--- src/rtl/axis_wdup_pack.sv ---
// -----------------------------------------------------------------------------
// axis_wdup_pack
//
// Narrow-to-wide AXI-Stream packer for the RX sample path. RATIO input samples
// of IN_WIDTH bits are gathered into one output word, LSB lane first. A partial
// word is flushed on s_rx_tlast. Output tlast is raised on an input tlast or
// when the programmable burst length (cfg_burst_len + 1 words) is reached.
//
// The accumulator and the output register form a two-deep buffer. This lets
// the block accept one sample per cycle while m_tx_tready is high. If the
// output stalls, one completed word can wait in the accumulator. s_rx_tready
// comes straight from a register, so it never depends on m_tx_tready through
// combinational logic.
//
// Ports
//   clk            clock
//   rst            synchronous active-high reset
//   cfg_burst_len  words per packet minus 1, sampled at each packet start
//   s_rx_tdata     input sample
//   s_rx_tvalid    input valid
//   s_rx_tlast     input end of packet, flushes a partial word
//   s_rx_tready    input ready (registered)
//   m_tx_tdata     packed word, lane k = [k*IN_WIDTH +: IN_WIDTH]
//   m_tx_tkeep     per-lane valid
//   m_tx_tlast     last word of packet
//   m_tx_tvalid    output valid
//   m_tx_tready    output ready
//
// Accumulator states
//   state    | meaning
//   ---------+-------------------------------------------------------------
//   ACC_OPEN | filling lanes; s_rx_tready = 1
//   ACC_HELD | completed word waiting for the output register; tready = 0
// -----------------------------------------------------------------------------
module axis_wdup_pack #(
    parameter int IN_WIDTH   = 16,
    parameter int RATIO      = 4,
    parameter int BURST_BITS = 8
) (
    input  logic                      clk,
    input  logic                      rst,
    input  logic [BURST_BITS-1:0]     cfg_burst_len,
    input  logic [IN_WIDTH-1:0]       s_rx_tdata,
    input  logic                      s_rx_tvalid,
    input  logic                      s_rx_tlast,
    output logic                      s_rx_tready,
    output logic [IN_WIDTH*RATIO-1:0] m_tx_tdata,
    output logic [RATIO-1:0]          m_tx_tkeep,
    output logic                      m_tx_tlast,
    output logic                      m_tx_tvalid,
    input  logic                      m_tx_tready
);

    localparam int OUT_WIDTH = IN_WIDTH * RATIO;
    localparam int LANE_BITS = $clog2(RATIO);
    localparam logic [LANE_BITS-1:0] LANE_MAX = LANE_BITS'(RATIO - 1);

    typedef enum logic {
        ACC_OPEN = 1'b0,
        ACC_HELD = 1'b1
    } acc_state_e;

    acc_state_e              state_q, state_d;
    logic [LANE_BITS-1:0]    lane_q, lane_d;
    logic [OUT_WIDTH-1:0]    acc_data_q, acc_data_d;
    logic [RATIO-1:0]        acc_keep_q, acc_keep_d;
    logic                    acc_inlast_q, acc_inlast_d;
    logic [BURST_BITS-1:0]   word_cnt_q, word_cnt_d;
    logic [BURST_BITS-1:0]   burst_len_q, burst_len_d;
    logic [OUT_WIDTH-1:0]    out_data_q, out_data_d;
    logic [RATIO-1:0]        out_keep_q, out_keep_d;
    logic                    out_last_q, out_last_d;
    logic                    out_valid_q, out_valid_d;

    logic                    acc_full;
    logic                    accept;
    logic                    completing;
    logic                    out_free;
    logic                    xfer;
    logic [OUT_WIDTH-1:0]    fill_data;
    logic [RATIO-1:0]        fill_keep;
    logic [OUT_WIDTH-1:0]    word_data;
    logic [RATIO-1:0]        word_keep;
    logic                    word_inlast;
    logic                    word_last;
    logic [BURST_BITS-1:0]   blen_eff;

    assign acc_full    = (state_q == ACC_HELD);
    assign s_rx_tready = !acc_full;
    assign accept      = s_rx_tvalid && !acc_full;
    assign completing  = accept && ((lane_q == LANE_MAX) || s_rx_tlast);
    assign out_free    = !out_valid_q || m_tx_tready;
    assign xfer        = (acc_full || completing) && out_free;

    // Accumulator contents with the incoming sample merged into its lane.
    always_comb begin
        fill_data = acc_data_q;
        fill_keep = acc_keep_q;
        for (int k = 0; k < RATIO; k++) begin
            if (lane_q == LANE_BITS'(k)) begin
                fill_data[k*IN_WIDTH +: IN_WIDTH] = s_rx_tdata;
                fill_keep[k]                      = 1'b1;
            end
        end
    end

    // A held word was completed earlier; otherwise the word is completing now.
    assign word_data   = acc_full ? acc_data_q   : fill_data;
    assign word_keep   = acc_full ? acc_keep_q   : fill_keep;
    assign word_inlast = acc_full ? acc_inlast_q : s_rx_tlast;

    // At a packet start, cfg_burst_len takes effect for this first word.
    assign blen_eff  = (word_cnt_q == '0) ? cfg_burst_len : burst_len_q;
    assign word_last = word_inlast || (word_cnt_q == blen_eff);

    always_comb begin
        state_d      = state_q;
        lane_d       = lane_q;
        acc_data_d   = acc_data_q;
        acc_keep_d   = acc_keep_q;
        acc_inlast_d = acc_inlast_q;
        word_cnt_d   = word_cnt_q;
        burst_len_d  = burst_len_q;
        out_data_d   = out_data_q;
        out_keep_d   = out_keep_q;
        out_last_d   = out_last_q;
        out_valid_d  = out_valid_q;

        case (state_q)
            ACC_OPEN: begin
                if (accept) begin
                    acc_data_d = fill_data;
                    if (completing) begin
                        lane_d = '0;
                        if (xfer) begin
                            acc_keep_d = '0;
                        end else begin
                            // Keep the finished word until the output register frees up.
                            acc_keep_d   = fill_keep;
                            acc_inlast_d = s_rx_tlast;
                            state_d      = ACC_HELD;
                        end
                    end else begin
                        lane_d     = lane_q + 1'b1;
                        acc_keep_d = fill_keep;
                    end
                end
            end
            ACC_HELD: begin
                if (xfer) begin
                    acc_keep_d = '0;
                    state_d    = ACC_OPEN;
                end
            end
            default: begin
                state_d = ACC_OPEN;
            end
        endcase

        if (xfer) begin
            out_data_d  = word_data;
            out_keep_d  = word_keep;
            out_last_d  = word_last;
            out_valid_d = 1'b1;
            if (word_cnt_q == '0) begin
                burst_len_d = cfg_burst_len;
            end
            word_cnt_d = word_last ? '0 : word_cnt_q + 1'b1;
        end else if (out_valid_q && m_tx_tready) begin
            out_valid_d = 1'b0;
        end
    end

    always_ff @(posedge clk) begin
        if (rst) begin
            state_q     <= ACC_OPEN;
            lane_q      <= '0;
            acc_keep_q  <= '0;
            word_cnt_q  <= '0;
            out_keep_q  <= '0;
            out_last_q  <= 1'b0;
            out_valid_q <= 1'b0;
        end else begin
            state_q     <= state_d;
            lane_q      <= lane_d;
            acc_keep_q  <= acc_keep_d;
            word_cnt_q  <= word_cnt_d;
            out_keep_q  <= out_keep_d;
            out_last_q  <= out_last_d;
            out_valid_q <= out_valid_d;
        end
    end

    // Payload registers carry no reset; the valid and keep flags qualify them.
    always_ff @(posedge clk) begin
        acc_data_q   <= acc_data_d;
        acc_inlast_q <= acc_inlast_d;
        burst_len_q  <= burst_len_d;
        out_data_q   <= out_data_d;
    end

    assign m_tx_tdata  = out_data_q;
    assign m_tx_tkeep  = out_keep_q;
    assign m_tx_tlast  = out_last_q;
    assign m_tx_tvalid = out_valid_q;

`ifndef SYNTHESIS
    a_out_stable: assert property (@(posedge clk) disable iff (rst)
        (m_tx_tvalid && !m_tx_tready) |=>
            (m_tx_tvalid && $stable(m_tx_tdata) && $stable(m_tx_tkeep) && $stable(m_tx_tlast)));

    a_lane_range: assert property (@(posedge clk) disable iff (rst)
        lane_q <= LANE_MAX);

    a_ready_full: assert property (@(posedge clk) disable iff (rst)
        !s_rx_tready |-> acc_full);
`endif

endmodule

--- config.mk ---
export PLATFORM = sky130hd
export DESIGN_NAME = axis_wdup_pack
export DESIGN_NICKNAME = d
export VERILOG_FILES = /design/src/rtl/axis_wdup_pack.sv
export SDC_FILE = /design/constraint.sdc
export NUM_CORES = 1
export LEC_CHECK = 0
export ABC_AREA = 1
export ABC_CLOCK_PERIOD_IN_PS = 9100
export BUFFER_PORTS_ARGS = -buffer_cell sky130_fd_sc_hd__buf_2
export CORE_MARGIN = 8
export CORE_UTILIZATION = 43
export DETAILED_ROUTE_END_ITERATION = 10
export PLACE_DENSITY = 0.64
export RECOVER_POWER = 25
export SYNTH_ARGS = -nofsm -noshare
export SYNTH_HDL_FRONTEND = slang
export SYNTH_SLANG_ARGS = --single-unit
--- constraint.sdc ---
create_clock -name clk -period 9.1 [get_ports clk]
set_input_delay 0.455 -clock clk [delete_from_list [all_inputs] [get_ports clk]]
set_output_delay 0.455 -clock clk [all_outputs]
set_load 0.1 [all_outputs]
==> impl_results.md <==
- Outcome: complete, but fails checks
- Violated checks: max-capacitance violations, max-slew violations
- Final setup viols: 0
- Setup WS post-layout: 3.740 ns
- Worst path max stage delay: approximately 2.8 ns
- Netlist cell types: 28
- Critical Path Start Type: register
- GRT Total Usage: 0.1542
- Worst-Skew Late Latency: 0.42 ns
- Yosys top cell area share: 0.5903
- Period utilization: 0.5890
- Vias in the first global route: 4890
- First-pass GRT wire length: between 20000 and 25000 microns
- Delay-heaviest family, CP: buffers and inverters
- YS warnings: 0
- Crit path DAT: 5.73 ns
- HP Class: input port to register
- Die Wd: around 140 microns
- Avg WL per Cell: 15.26 microns
- Port bufs: 99
- Ys async rst share: 0
- Post-layout nets: 812
- Slew headroom: -1.624
- VDD IR max: roughly 0.14 mV
- CTS root buf: clkbuf_16
- Crit end category: register
- Diodes inserted: 0
- Fin area: 0.008198 sq mm
- Worst slack at placement: about 5.8 ns
- GP Congestion: 0.8787
- Post-synth net total: 721
- Required @ worst endpoint: 9.47 ns
- Vias per inst: between 4 and 5
- # hold bufs at CTS: 0
- Number of fill cells: 1429
- Post-synth EDFFs: 137
- Fmax: roughly 0.19 GHz
- Setup Skew: approximately 0.0091 ns
- Total CTS buffers: 17
- Detailed Routing Iterations Pass 1: 5
- Initial antenna violation count: 1
- CP cell instances: nor2_4 > clkbuf_1 > o21ai_2 > nand2_2 > nand2_4 > clkinv_2 > buf_4 > nand2_1 > o21ai_1 > inv_1 > nor2_2
- Fin Setup TNS: 0 ns
- CTS max path bufs: 2
- Layout area overhead: 17.63%
- Placed instance area: 0.007644 sq mm
- Layout cells sized above 1: 0.1772
- Kind of critical path: register to register
- Rows: 46
- Slew Viols, Final: 70
- CTS clk-pin slew, worst paths: 0.06 ns
- Critical path buffers and inverters: 4
- Core area: 0.01589 sq mm
- H-tree Lvls: 4
- Worst slew pin tran: 3.936 ns
- Pwr dens: 233.4 mW/mm^2
- Boundary Pins: 100
- Synthesized area: roughly 0.007 sq mm
- Sequential Area: ~0.0045 sq mm
- Die area: 0.02054 sq mm
- Overflow after GRT: 0
- Pin count of the biggest net entering global routing: 114
- Synth area leaders: edfxtp_1, nand2_1, o21ai_0
- Crit-path max FO: 69
- Drt total wl: 15350 microns
- Initial core utilization: 0.4387
- Synth cell count leaders: nand2_1, edfxtp_1, o21ai_0, inv_1, clkbuf_1
- P_leak: 3.412 nW
- Final hold violations: 0
- Die extent in y: 143.3 microns
- Largest area contributor in the netlist: edfxtp_1
- Synthesis-stage register bit count: 158
- CTS tree: built
- Detailed Route Iter0 Violations: between 300 and 400
- ANT nets after route: 0
- CP max-delay cell: clkbuf_1
- HPWL Detailed: roughly 10000 microns
- Post-CTS Repair Setup Buffers: 0
- Resize count post-CTS: 0
- Residual DRC count: 0
- Clock sink count: 158
- Via count: 5004
- Sequential element share of the synthesized area: 0.6506
- Synthesized area per cell: 10.16 sq um
- Tmin final: 5.360 ns
- Finished Core Util: 0.5161
- MaxCap Viol Count: 1
- Primary FF master, synth: edfxtp_1
- RSZ-0062 raised after global routing: false
- Top-count cell post-synth: nand2_1
- Total Power: 0.001913 W
- Syn Inst Count: 686
- Multi-input logic area: roughly 0.0020 sq mm
-- area by class of cell --
cell class | instances | area share
flip-flops and latches | 158 | 0.5531
multi-input cells | 405 | 0.2399
repair buffers | 102 | 0.05937
clock buffers | 17 | 0.05189
inverters | 93 | 0.04289
well taps | 216 | 0.03297
clock inverters | 15 | 0.01984
-- layer usage --
layer,global-route usage,vias to the layer above,part of all wire
met4,0.05645,2,0.012
met3,0.04910,18,0.072
met2,0.2618,160,0.49
met1,0.1797,2341,0.42
li1,-,2483,-
met5,0,-,0.00085
-- kinds of logic after synthesis --
kind of cell | share of synthesized area
AO/OA/AOI/OAI | 0.1160
XOR/XNOR | 0.006283
adder cells (fa/ha/maj) | 0.01077
buffers and inverters | 0.06679
flip-flops | 0.6506
multiplexers | 0.001436
AND/OR/NAND/NOR | 0.1481
-- sequential cells by signal, indices dropped and copies added (netlist names) --
signal        flops
acc_inlast_q      1
lane_q            2
m_tx_tvalid       1
m_tx_tdata       64
m_tx_tlast        1
m_tx_tkeep        4
burst_len_q       8
acc_full          1
word_cnt_q        8
acc_data_q       64
acc_keep_q        4
-- worst paths after layout --
kind | startpoint | endpoint | slack (ns) | depth (start not counted)
max | acc_full$_SDFF_PP0_ | word_cnt_q[1]$_SDFFE_PP0P_ | 3.74 | 11
min | m_tx_tready | acc_full$_SDFF_PP0_ | 0.29 | 4
max reg2reg | acc_full$_SDFF_PP0_ | word_cnt_q[1]$_SDFFE_PP0P_ | 3.74 | 11
min reg2reg | acc_keep_q[2]$_SDFFE_PP0P_ | acc_keep_q[2]$_SDFFE_PP0P_ | 0.49 | 2
-- cells in the final DEF, fill, tap and decap left out, types with 12 or more instances in the layout --
| cell | netlist | final |
|---|---|---|
| dfxtp_1 | 21 | 21 |
| buf_2 | 3 | 77 |
| inv_1 | 85 | 85 |
| clkbuf_1 | 23 | 23 |
| edfxtp_1 | 137 | 137 |
| nand2_1 | 181 | 182 |
| clkbuf_16 | 0 | 17 |
| a21oi_1 | 12 | 12 |
| nand3_1 | 21 | 21 |
| nor2_1 | 12 | 12 |
| o21ai_0 | 133 | 133 |
-- worst register-to-register path, cell delays in order (launching register included) --
cell and delay [ns]:
dfxtp_1 0.37, nor2_4 0.12, clkbuf_1 2.75, o21ai_2 0.31
nand2_2 0.26, nand2_4 0.10, clkinv_2 0.42, buf_4 0.63
nand2_1 0.10, o21ai_1 0.10, inv_1 0.07, nor2_2 0.09
-- power breakdown --
part	switching [W]	total (W)	leakage, nW	internal (W)
Clock	0.000292	0.000700	0.276	0.000407
Sequential	0.0000163	0.000881	1.49	0.000864
Combinational	0.000276	0.000333	1.65	0.0000574
-- per-stage QoR --
| step | cells | hold WS, ns |
|---|---|---|
| floorplan | 686 | 0.4575 |
| global placement | 974 | 0.4678 |
| finish | 1006 | 0.2878 |
| detailed placement | 974 | 0.4741 |
| CTS | 1006 | 0.2446 |
| global route | 1006 | 0.2810 |
No activity file was read; power rests on OpenSTA's default activity.
